### src/rtl/uart_pkg.sv
// Shared definitions for the UART transmit-side blocks.
//   arb_state_t : state encoding of the uart_tx_arbiter sequencer
//   BYTE_W      : width of one serial byte
package uart_pkg;

  localparam int BYTE_W = 8;

  typedef enum logic [1:0] {
    IDLE      = 2'd0,
    WAIT_BUSY = 2'd1,
    WAIT_DONE = 2'd2
  } arb_state_t;

endpackage

### src/rtl/uart_rr_pick.sv
// Combinational round-robin picker.
// Searches req starting at last_gnt+1, wrapping modulo N_REQ, and returns the
// first set bit.
//   req      in  N_REQ  request vector
//   last_gnt in  IDX_W  index of the most recent completed grant
//   gnt      out N_REQ  one-hot winner (all zeros when no request)
//   gnt_idx  out IDX_W  index of the winner (0 when no request)
//   found    out 1      at least one request is set
module uart_rr_pick #(
  parameter  int N_REQ = 4,
  localparam int IDX_W = $clog2(N_REQ)
) (
  input  logic [N_REQ-1:0] req,
  input  logic [IDX_W-1:0] last_gnt,
  output logic [N_REQ-1:0] gnt,
  output logic [IDX_W-1:0] gnt_idx,
  output logic             found
);

  logic [IDX_W-1:0] pos;

  always_comb begin
    gnt     = '0;
    gnt_idx = '0;
    found   = 1'b0;
    pos     = '0;
    // Offsets 1..N_REQ: the previous owner is visited last, so it can only
    // win again when nobody else is asking.
    for (int k = 1; k <= N_REQ; k++) begin
      pos = IDX_W'((int'(last_gnt) + k) % N_REQ);
      if (!found && req[pos]) begin
        found      = 1'b1;
        gnt[pos]   = 1'b1;
        gnt_idx    = pos;
      end
    end
  end

endmodule

### src/rtl/uart_tx_arbiter.sv
// Shares one uart_tx serializer between N_REQ byte producers.
// A round-robin pick launches one byte at a time through the
// uart_tx_en/uart_tx_data/uart_tx_busy interface, then waits for the
// serializer to accept (busy rises) and to finish (busy falls).
// Optional feature macro: UART_TX_ARB_LOCK_EN -- adds req_last and keeps the
// arbiter locked to one requester until the last byte of its message is sent.
//   clk          in  1         system clock
//   resetn       in  1         asynchronous active-low reset
//   req_valid    in  N_REQ     requester i has a byte
//   req_data     in  8*N_REQ   byte of requester i at [8i+7:8i]
//   req_ready    out N_REQ     byte of requester i accepted this cycle
//   req_last     in  N_REQ     final byte of a message (lock build only)
//   uart_tx_en   out 1         launch request to uart_tx
//   uart_tx_data out 8         byte to uart_tx, stable while uart_tx_en high
//   uart_tx_busy in  1         serializer is transmitting
//   arb_gnt      out N_REQ     one-hot owner of the byte in flight
//   arb_err      out 1         one-cycle pulse on launch timeout
module uart_tx_arbiter
  import uart_pkg::*;
#(
  parameter int N_REQ       = 4,
  parameter int ACK_TIMEOUT = 16
) (
  input  logic                    clk,
  input  logic                    resetn,
  input  logic [N_REQ-1:0]        req_valid,
  input  logic [BYTE_W*N_REQ-1:0] req_data,
  output logic [N_REQ-1:0]        req_ready,
`ifdef UART_TX_ARB_LOCK_EN
  input  logic [N_REQ-1:0]        req_last,
`endif
  output logic                    uart_tx_en,
  output logic [BYTE_W-1:0]       uart_tx_data,
  input  logic                    uart_tx_busy,
  output logic [N_REQ-1:0]        arb_gnt,
  output logic                    arb_err
);

  localparam int IDX_W = $clog2(N_REQ);
  localparam int CNT_W = $clog2(ACK_TIMEOUT + 1);

  arb_state_t       state, state_nx;
  logic [IDX_W-1:0] last_gnt, last_nx;
  logic [IDX_W-1:0] cur_idx, cur_nx;
  logic [CNT_W-1:0] cnt, cnt_nx;
  logic             en_nx;
  logic [BYTE_W-1:0] data_nx;
  logic [N_REQ-1:0] gnt_nx;
  logic             err_nx;

  logic [N_REQ-1:0] req_elig;
  logic [N_REQ-1:0] pick_gnt;
  logic [IDX_W-1:0] pick_idx;
  logic             pick_found;
  logic             launch;
  logic             timeout;
  logic [BYTE_W-1:0] req_byte [N_REQ];

  for (genvar gi = 0; gi < N_REQ; gi++) begin : g_unpack
    assign req_byte[gi] = req_data[BYTE_W*gi +: BYTE_W];
  end

`ifdef UART_TX_ARB_LOCK_EN
  logic locked, locked_nx;
  logic cur_last, cur_last_nx;

  // While locked, only the previous owner may be considered.
  assign req_elig = locked ? (req_valid & (N_REQ'(1) << last_gnt)) : req_valid;
`else
  assign req_elig = req_valid;
`endif

  uart_rr_pick #(.N_REQ(N_REQ)) u_pick (
    .req      (req_elig),
    .last_gnt (last_gnt),
    .gnt      (pick_gnt),
    .gnt_idx  (pick_idx),
    .found    (pick_found)
  );

  // A busy serializer seen in IDLE belongs to someone else: hold off.
  assign launch    = (state == IDLE) && !uart_tx_busy && pick_found;
  // Gated by resetn so ready is low for the whole time reset is asserted.
  assign req_ready = (launch && resetn) ? pick_gnt : '0;
  // Busy rising in the same cycle takes priority over the timeout.
  assign timeout   = (state == WAIT_BUSY) && !uart_tx_busy &&
                     (cnt == CNT_W'(ACK_TIMEOUT - 1));

  always_comb begin
    state_nx = state;
    en_nx    = uart_tx_en;
    data_nx  = uart_tx_data;
    gnt_nx   = arb_gnt;
    err_nx   = 1'b0;
    last_nx  = last_gnt;
    cur_nx   = cur_idx;
    cnt_nx   = cnt;
    unique case (state)
      IDLE: begin
        if (launch) begin
          data_nx  = req_byte[pick_idx];
          en_nx    = 1'b1;
          gnt_nx   = pick_gnt;
          cur_nx   = pick_idx;
          cnt_nx   = '0;
          state_nx = WAIT_BUSY;
        end
      end
      WAIT_BUSY: begin
        if (uart_tx_busy) begin
          en_nx    = 1'b0;
          state_nx = WAIT_DONE;
        end else if (timeout) begin
          // last_gnt is left alone so the same requester is retried first.
          en_nx    = 1'b0;
          gnt_nx   = '0;
          err_nx   = 1'b1;
          state_nx = IDLE;
        end else begin
          cnt_nx = cnt + CNT_W'(1);
        end
      end
      WAIT_DONE: begin
        if (!uart_tx_busy) begin
          last_nx  = cur_idx;
          gnt_nx   = '0;
          state_nx = IDLE;
        end
      end
      default: state_nx = IDLE;
    endcase
  end

`ifdef UART_TX_ARB_LOCK_EN
  always_comb begin
    locked_nx   = locked;
    cur_last_nx = cur_last;
    if (launch) begin
      cur_last_nx = req_last[pick_idx];
    end
    if (timeout) begin
      locked_nx = 1'b0;
    end else if ((state == WAIT_DONE) && !uart_tx_busy) begin
      locked_nx = !cur_last;
    end
  end

  always_ff @(posedge clk or negedge resetn) begin
    if (!resetn) begin
      locked   <= 1'b0;
      cur_last <= 1'b0;
    end else begin
      locked   <= locked_nx;
      cur_last <= cur_last_nx;
    end
  end
`endif

  always_ff @(posedge clk or negedge resetn) begin
    if (!resetn) begin
      state        <= IDLE;
      last_gnt     <= IDX_W'(N_REQ - 1);
      cur_idx      <= '0;
      cnt          <= '0;
      uart_tx_en   <= 1'b0;
      uart_tx_data <= '0;
      arb_gnt      <= '0;
      arb_err      <= 1'b0;
    end else begin
      state        <= state_nx;
      last_gnt     <= last_nx;
      cur_idx      <= cur_nx;
      cnt          <= cnt_nx;
      uart_tx_en   <= en_nx;
      uart_tx_data <= data_nx;
      arb_gnt      <= gnt_nx;
      arb_err      <= err_nx;
    end
  end

endmodule
### config.mk
export PLATFORM = sky130hd
export DESIGN_NAME = uart_tx_arbiter
export DESIGN_NICKNAME = d
export VERILOG_FILES = /design/src/rtl/uart_pkg.sv /design/src/rtl/uart_rr_pick.sv /design/src/rtl/uart_tx_arbiter.sv
export SDC_FILE = /design/constraint.sdc
export NUM_CORES = 1
export LEC_CHECK = 0
export BUFFER_PORTS_ARGS = -buffer_cell sky130_fd_sc_hd__buf_2
export CAP_MARGIN = 20
export CORE_ASPECT_RATIO = 1.4
export CORE_MARGIN = 2
export CORE_UTILIZATION = 45
export CTS_CLUSTER_DIAMETER = 50
export CTS_CLUSTER_SIZE = 24
export DETAILED_ROUTE_END_ITERATION = 10
export PLACE_DENSITY = 0.72
export SYNTH_ARGS = -nofsm -noshare
export SYNTH_HDL_FRONTEND = slang
export SYNTH_SLANG_ARGS = --single-unit
### constraint.sdc
create_clock -name clk -period 3.7 [get_ports clk]
set_input_delay 0.74 -clock clk [delete_from_list [all_inputs] [get_ports clk]]
set_output_delay 0.74 -clock clk [all_outputs]
set_load 0.01 [all_outputs]
==> PnR_summary.wiki, run 1 <==
{| class="wikitable"
! Metric !! Value
|-
| Run status || finished clean
|-
| Die Span Y || 87.29 um
|-
| Via-to-Cell Ratio || 5.728
|-
| Area after detailed placement || 2540 um2
|-
| Number of nets in the layout || 348
|-
| Cell family contributing the most delay on the critical path || flip-flops
|-
| Ranking of synthesized cells by area || sky130_fd_sc_hd__dfrtp_1 (26%), sky130_fd_sc_hd__ha_1 (8.4%), sky130_fd_sc_hd__mux2i_1 (4.5%)
|-
| Endpoints failing setup || 0
|-
| Worst-case clock skew || 1.604 ps
|-
| Crit-path max FO || 8
|-
| Overflow left after global routing || 0
|-
| Yosys reg bits || 25
|-
| Final HPWL from detailed placement || 3.992 mm
|-
| Number of nets produced by synthesis || 290
|-
| Critical path data arrival time || 2810 ps
|-
| Top cell type's share of synthesized area || 25.81%
|-
| Least-Margin Pin Slew || 637.1 ps
|-
| Area of the die || 5542 um2
|-
| P&R area growth vs syn || 19.70%
|-
| Antenna cells || 0
|-
| Most numerous cell on the critical path || sky130_fd_sc_hd__nor2_1
|-
| Cell taking the most area after synthesis || sky130_fd_sc_hd__dfrtp_1
|-
| Cts hold-fix bufs || 0
|-
| Fin crit share || 95.90%
|-
| Proportion of register bits with asynchronous set or reset after synthesis || 100.0%
|-
| Starting utilization of the core area || 46.41%
|-
| Most common cell in the synthesized netlist || sky130_fd_sc_hd__nand2_1
|-
| DR iter-0 viols || 43
|-
| Floorplan Core Area || 4805 um2
|-
| Final Total Pwr || 2.323 mW
|-
| Number of I/O port buffers || 56
|-
| Weighted congestion at the end of routability-driven global placement || 0.8368
|-
| Maximum cell stage delay along the critical path || 630 ps
|-
| Highest attainable clock frequency || 0.2818 GHz
|-
| Library cell contributing the largest single delay on the critical path || sky130_fd_sc_hd__dfstp_2
|-
| P per Cell Area || 870.3 nW/um2
|-
| Number of clock sinks || 25
|-
| Pins Over Slew Limit || 0
|-
| Netlist Area Pre-Place || 2230 um2
|-
| Root Driver || sky130_fd_sc_hd__clkbuf_8
|-
| Wire length of the first global-routing pass || 8.970 mm
|-
| Max clock buf depth || 2
|-
| Total global-route track usage || 20.21%
|-
| Max_slew headroom || 57.06%
|-
| Fin crit period || 3548 ps
|-
| Sequential fraction of the synthesis area || 28.17%
|-
| Worst-path clk slew || 100 ps
|-
| Number of iterations in the first detailed-routing pass || 5
|-
| Final routed DRC violation total || 0
|-
| Number of fill cells || 502
|-
| H-Tree Depth || 1
|-
| TritonCTS Buffers || 3
|-
| Vias in the first global route || 1952
|-
| CP bufs+invs || 2
|-
| Routed len/inst || 15.05 um
|-
| Critical path endpoint category || output pin
|-
| CTS tree || done
|-
| Synth warnings || 0
|-
| Fraction of final layout cells sized beyond drive strength 1 || 35.49%
|-
| CP Cell Sequence || inv_1, ha_1, mux4_2, nor2b_4, a22oi_1, nor2_1, a221oi_2, nor2_1, buf_2
|-
| Most used standard cells in the synthesized netlist || sky130_fd_sc_hd__nand2_1 (25), sky130_fd_sc_hd__dfrtp_1 (23), sky130_fd_sc_hd__ha_1 (15), sky130_fd_sc_hd__nor2_1 (13), sky130_fd_sc_hd__and3_1 (12)
|-
| Pin count of the biggest net entering global routing || 26
|-
| Number of endpoints with negative hold slack in the final report || 0
|-
| Average size of a mapped cell || 9.448 um2
|-
| Final WL || 5.372 mm
|-
| LEAKAGE || 1.272 nW
|-
| Clock latency on the worst-skew pair || 280 ps
|-
| Min-delay worst type || in -> async
|-
| Instance count of the mapped netlist || 236
|-
| DR vias || 2045
|-
| Final total negative setup slack || 0 ps
|-
| Number of enable flip-flop cells after synthesis || 0
|-
| Critical Setup Path Class || reg -> out
|-
| Initial antenna violation count || 0
|-
| Fin area || 2669 um2
|-
| # IOs || 57
|-
| Top FF cell, synth || sky130_fd_sc_hd__dfrtp_1
|-
| Floorplan row count || 30
|-
| Netlist cell types || 54
|-
| Final worst hold slack || 465.4 ps
|-
| Critical Path RT || 2960 ps
|-
| Highest ir drop seen on vdd || 0.4455 mV
|-
| Max Cap Viol || 0
|-
| X dimension of the die || 63.49 um
|-
| Startpoint types || register
|-
| Antenna violation net count after detailed routing || 0
|}
## layout by cell type, fill, tap and decap left out, types with 2 or more instances in the layout
| master | count |
|---|---|
| sky130_fd_sc_hd__clkbuf_8 | 3 |
| sky130_fd_sc_hd__ha_1 | 15 |
| sky130_fd_sc_hd__o211ai_1 | 7 |
| sky130_fd_sc_hd__mux2i_1 | 10 |
| sky130_fd_sc_hd__a21boi_0 | 8 |
| sky130_fd_sc_hd__nor2_1 | 13 |
| sky130_fd_sc_hd__and3_1 | 12 |
| sky130_fd_sc_hd__o21ai_1 | 6 |
| sky130_fd_sc_hd__inv_1 | 7 |
| sky130_fd_sc_hd__buf_4 | 12 |
| sky130_fd_sc_hd__o221ai_1 | 3 |
| sky130_fd_sc_hd__and2_1 | 2 |
| sky130_fd_sc_hd__mux4_2 | 4 |
| sky130_fd_sc_hd__a21oi_1 | 4 |
| sky130_fd_sc_hd__nand2b_1 | 2 |
| sky130_fd_sc_hd__a221oi_2 | 4 |
| sky130_fd_sc_hd__a21o_1 | 8 |
| sky130_fd_sc_hd__o21bai_1 | 2 |
| sky130_fd_sc_hd__o211ai_2 | 8 |
| sky130_fd_sc_hd__buf_2 | 56 |
| sky130_fd_sc_hd__a22oi_1 | 4 |
| sky130_fd_sc_hd__dfrtp_1 | 23 |
| sky130_fd_sc_hd__o21ai_0 | 7 |
| sky130_fd_sc_hd__o31ai_1 | 4 |
| sky130_fd_sc_hd__dfstp_2 | 2 |
| sky130_fd_sc_hd__nor3b_1 | 2 |
| sky130_fd_sc_hd__nand2_1 | 25 |
| sky130_fd_sc_hd__o21a_1 | 3 |
| sky130_fd_sc_hd__o22ai_1 | 9 |
| sky130_fd_sc_hd__nor2b_1 | 2 |
## area by class of cell
type,count,area (um2),area share (%)
Clock inverter,1,8.758,0.3282
Clock buffer,3,41.29,1.547
Inverter,8,30.03,1.125
Sequential cell,25,628.1,23.53
Multi-Input combinational cell,188,1510,56.59
Timing Repair Buffer,68,370.4,13.88
Tap cell,64,80.08,3.000
## repair_timing
item | 4_1_cts | 5_1_grt
pin swaps | 0 | 0
cloned | 0 | 0
gates resized for setup | 0 | 7
setup buffers | 4 | 0
setup endpoints to repair | 4 | 4
## sequential cells by signal (all words and copies together), names as in the netlist
register      flops
uart_tx_data      8
state             2
last_gnt          2
uart_tx_en        1
cnt               5
arb_err           1
cur_idx           2
arb_gnt           4
## kinds of logic after synthesis
group           Yosys count  share of synthesized area [%]
mux                      16                          9.540
flops                    25                          28.17
compound gates           87                          30.98
xor+xnor                  1                         0.3929
fa+ha+maj                15                          8.418
simple gates             69                          16.55
buf+inv                  23                          5.948
## routing by layer
layer | GRT usage, % | vias up | wire length [um]
met4 | 5.534 | 0 | 55
met3 | 2.458 | 5 | 229
met2 | 38.66 | 58 | 2868
li1 | - | 1008 | -
met5 | 0 | - | 0
met1 | 23.42 | 974 | 2218
## metrics by stage
step                setup WS, ps  utilization, %  instances
floorplan                  78.32               -        236
global placement           337.9           52.86        348
detailed placement         256.5           52.86        348
CTS                        101.9           54.53        356
global route              -8.837           55.55        357
finish                     151.8           55.55        357
## report_power, final
part	total [mW]	internal (mW)	switching, mW	leakage (nW)
Sequential	0.458	0.385	0.0732	0.318
Combinational	1.68	0.735	0.948	0.928
Clock	0.182	0.0794	0.102	0.0261
Total	2.32	1.20	1.12	1.27
## final timing paths
check | start | endpoint | cells after the start | slack [ps]
setup / recovery | last_gnt[0] | req_ready[2] | 9 | 150
hold / removal | resetn | cnt[3] | 2 | 470
setup reg to reg | last_gnt[0] | cnt[1] | 10 | 570
hold reg to reg | arb_gnt[0] | arb_gnt[0] | 2 | 490
max in group asynchronous | resetn | last_gnt[0] | 2 | 2940
min in group clk | arb_gnt[0] | arb_gnt[0] | 2 | 490
Note: power is estimated with default switching activity, not from simulation.
==> run 2: changes to the inputs <==
Settings changed: CORE_UTILIZATION 45 to 25, PLACE_DENSITY 0.72 to not set.
==> PnR_summary.wiki, run 2 (synthesis gave the netlist of run 1 again) <==
{| class="wikitable"
! Metric !! Value
|-
| Run status || finished clean
|-
| Overflow left after global routing || 0
|-
| Cell count after placement || 389
|-
| Fraction of final layout cells sized beyond drive strength 1 || 34.36%
|-
| Crit-path max FO || 8
|-
| Via-to-Cell Ratio || 4.919
|-
| Worst-case clock skew || 2.457 ps
|-
| DR iter-0 viols || 56
|-
| Number of endpoints with negative hold slack in the final report || 0
|-
| Pin count of the biggest net entering global routing || 26
|-
| # IOs || 57
|-
| Register name with the most flops || uart_tx_data
|-
| Initial antenna violation count || 0
|-
| Starting utilization of the core area || 25.90%
|-
| Clock latency on the worst-skew pair || 260 ps
|-
| Total global-route track usage || 12.01%
|-
| Highest ir drop seen on vdd || 0.2996 mV
|-
| Most numerous cell on the critical path || sky130_fd_sc_hd__nor2_1
|-
| Number of iterations in the first detailed-routing pass || 4
|-
| DR vias || 1948
|-
| Pins Over Slew Limit || 0
|-
| Final WL || 5.719 mm
|-
| Final total negative setup slack || 0 ps
|-
| Number of clock sinks || 25
|-
| Min-delay worst type || reg -> reg
|-
| Critical path endpoint category || output pin
|-
| Endpoints failing setup || 0
|-
| Number of I/O port buffers || 56
|-
| Floorplan Core Area || 8608 um2
|-
| Top library cells by usage in the layout, fill and taps aside || sky130_fd_sc_hd__buf_2 (56), sky130_fd_sc_hd__nand2_1 (25), sky130_fd_sc_hd__dfrtp_1 (23)
|-
| H-Tree Depth || 1
|-
| X dimension of the die || 83.82 um
|-
| Number of flip-flops under the largest register name || 8
|-
| P&R area growth vs syn || 22.50%
|-
| Leading cell type in the layout, fill and taps excluded || sky130_fd_sc_hd__buf_2
|-
| Critical Path RT || 2960 ps
|-
| Maximum cell stage delay along the critical path || 590 ps
|-
| TritonCTS Buffers || 3
|-
| Floorplan row count || 40
|-
| CP Cell Sequence || inv_1, ha_1, mux4_2, nor2b_4, a22oi_1, nor2_1, a221oi_2, nor2_1, buf_2
|-
| Antenna cells || 0
|-
| Max clock buf depth || 2
|-
| Area of the die || 9701 um2
|-
| Library cell contributing the largest single delay on the critical path || sky130_fd_sc_hd__mux4_2
|-
| Number of nets in the layout || 346
|-
| Antenna violation net count after detailed routing || 0
|-
| P per Cell Area || 867.9 nW/um2
|-
| Critical Setup Path Class || reg -> out
|-
| Final HPWL from detailed placement || 4.539 mm
|-
| Worst-path clk slew || 70 ps
|-
| Area after detailed placement || 2591 um2
|-
| Fin crit share || 95.07%
|-
| Routed len/inst || 14.44 um
|-
| LEAKAGE || 1.277 nW
|-
| Root Driver || sky130_fd_sc_hd__clkbuf_16
|-
| Max Cap Viol || 0
|-
| Wire length of the first global-routing pass || 9.480 mm
|-
| Final non-filler cell total || 396
|-
| CTS tree || done
|-
| RSZ-0062 raised after global routing || no
|-
| Critical path data arrival time || 2780 ps
|-
| Fin area || 2731 um2
|-
| Biggest registers after layout || uart_tx_data x8, cnt x5, arb_gnt x4
|-
| Vias in the first global route || 1947
|-
| Max_slew headroom || 65.85%
|-
| Die Span Y || 115.7 um
|-
| Weighted congestion at the end of routability-driven global placement || 0.8077
|-
| Highest attainable clock frequency || 0.2843 GHz
|-
| Least-Margin Pin Slew || 511.2 ps
|-
| Fin crit period || 3518 ps
|-
| Final routed DRC violation total || 0
|-
| Startpoint types || register
|}
-- run 2: cell count changes in the layout (fill, tap and decap cells not counted), sizes merged --
cell  delta
buf      -2
-- run 2: what timing repair did --
item | in CTS | in global routing
setup buffers | 0 | 2
endpoints found under the setup margin | 4 | 4
resized for setup | 0 | 5
hold buffers | 0 | 0
hold endpoints to repair | 0 | 0
-- run 2: worst max-delay path, delay by kind of cell (launching register included) --
kind            cells  cell delay, ps
fa+ha+maj           1             350
mux                 1             590
flops               1             560
compound gates      2             420
simple gates        3             360
buf+inv             2             230
-- run 2: area by class of cell --
class | instances | area [um2]
Fill cell | 929 | 5877
Multi-Input combinational cell | 188 | 1503
Sequential cell | 25 | 628.1
Timing Repair Buffer | 66 | 355.3
Tap cell | 105 | 131.4
Clock buffer | 3 | 75.07
Inverter | 8 | 30.03
Clock inverter | 1 | 8.758
-- run 2: worst paths after layout --
check                           cells after the start  slack, ps         from               to
worst max-delay path                                9        180  last_gnt[1]     req_ready[2]
worst min-delay path                                2        470   arb_gnt[3]       arb_gnt[3]
worst max register to register                      8        790  last_gnt[1]  uart_tx_data[6]
worst min register to register                      2        470   arb_gnt[3]       arb_gnt[3]
max in group asynchronous                           2       2910       resetn      last_gnt[1]
min in group asynchronous                           2        490       resetn           cnt[3]
-- run 2: metrics by stage --
| step | worst slack (ps) | power (mW) | hold WS, ps | utilization [%] |
|---|---|---|---|---|
| 5_1_grt | 20.83 | 2.574 | 511.4 | 31.73 |
| 6_report | 182.4 | 2.371 | 473.3 | 31.73 |
| 3_3_place_gp | 296.7 | 2.030 | 460.6 | 30.10 |
| 2_1_floorplan | 78.32 | 1.750 | 444.4 | - |
| 3_5_place_dp | 267.6 | 2.057 | 463.3 | 30.10 |
| 4_1_cts | -29.35 | 2.319 | 478.9 | 31.08 |
-- run 2: metal layers --
metal,up-vias,part of all wire (%),track usage (%)
li1,993,-,-
met1,912,44,14.62
met2,39,51,21.65
met3,4,4.1,2.422
met4,0,0.77,3.226
met5,-,0,0
-- run 2: power breakdown --
group          switching, mW  internal (mW)  total (mW)
Combinational          0.952          0.707        1.66
Sequential            0.0694          0.385       0.454
Clock                  0.107          0.150       0.257
Total                   1.13           1.24        2.37
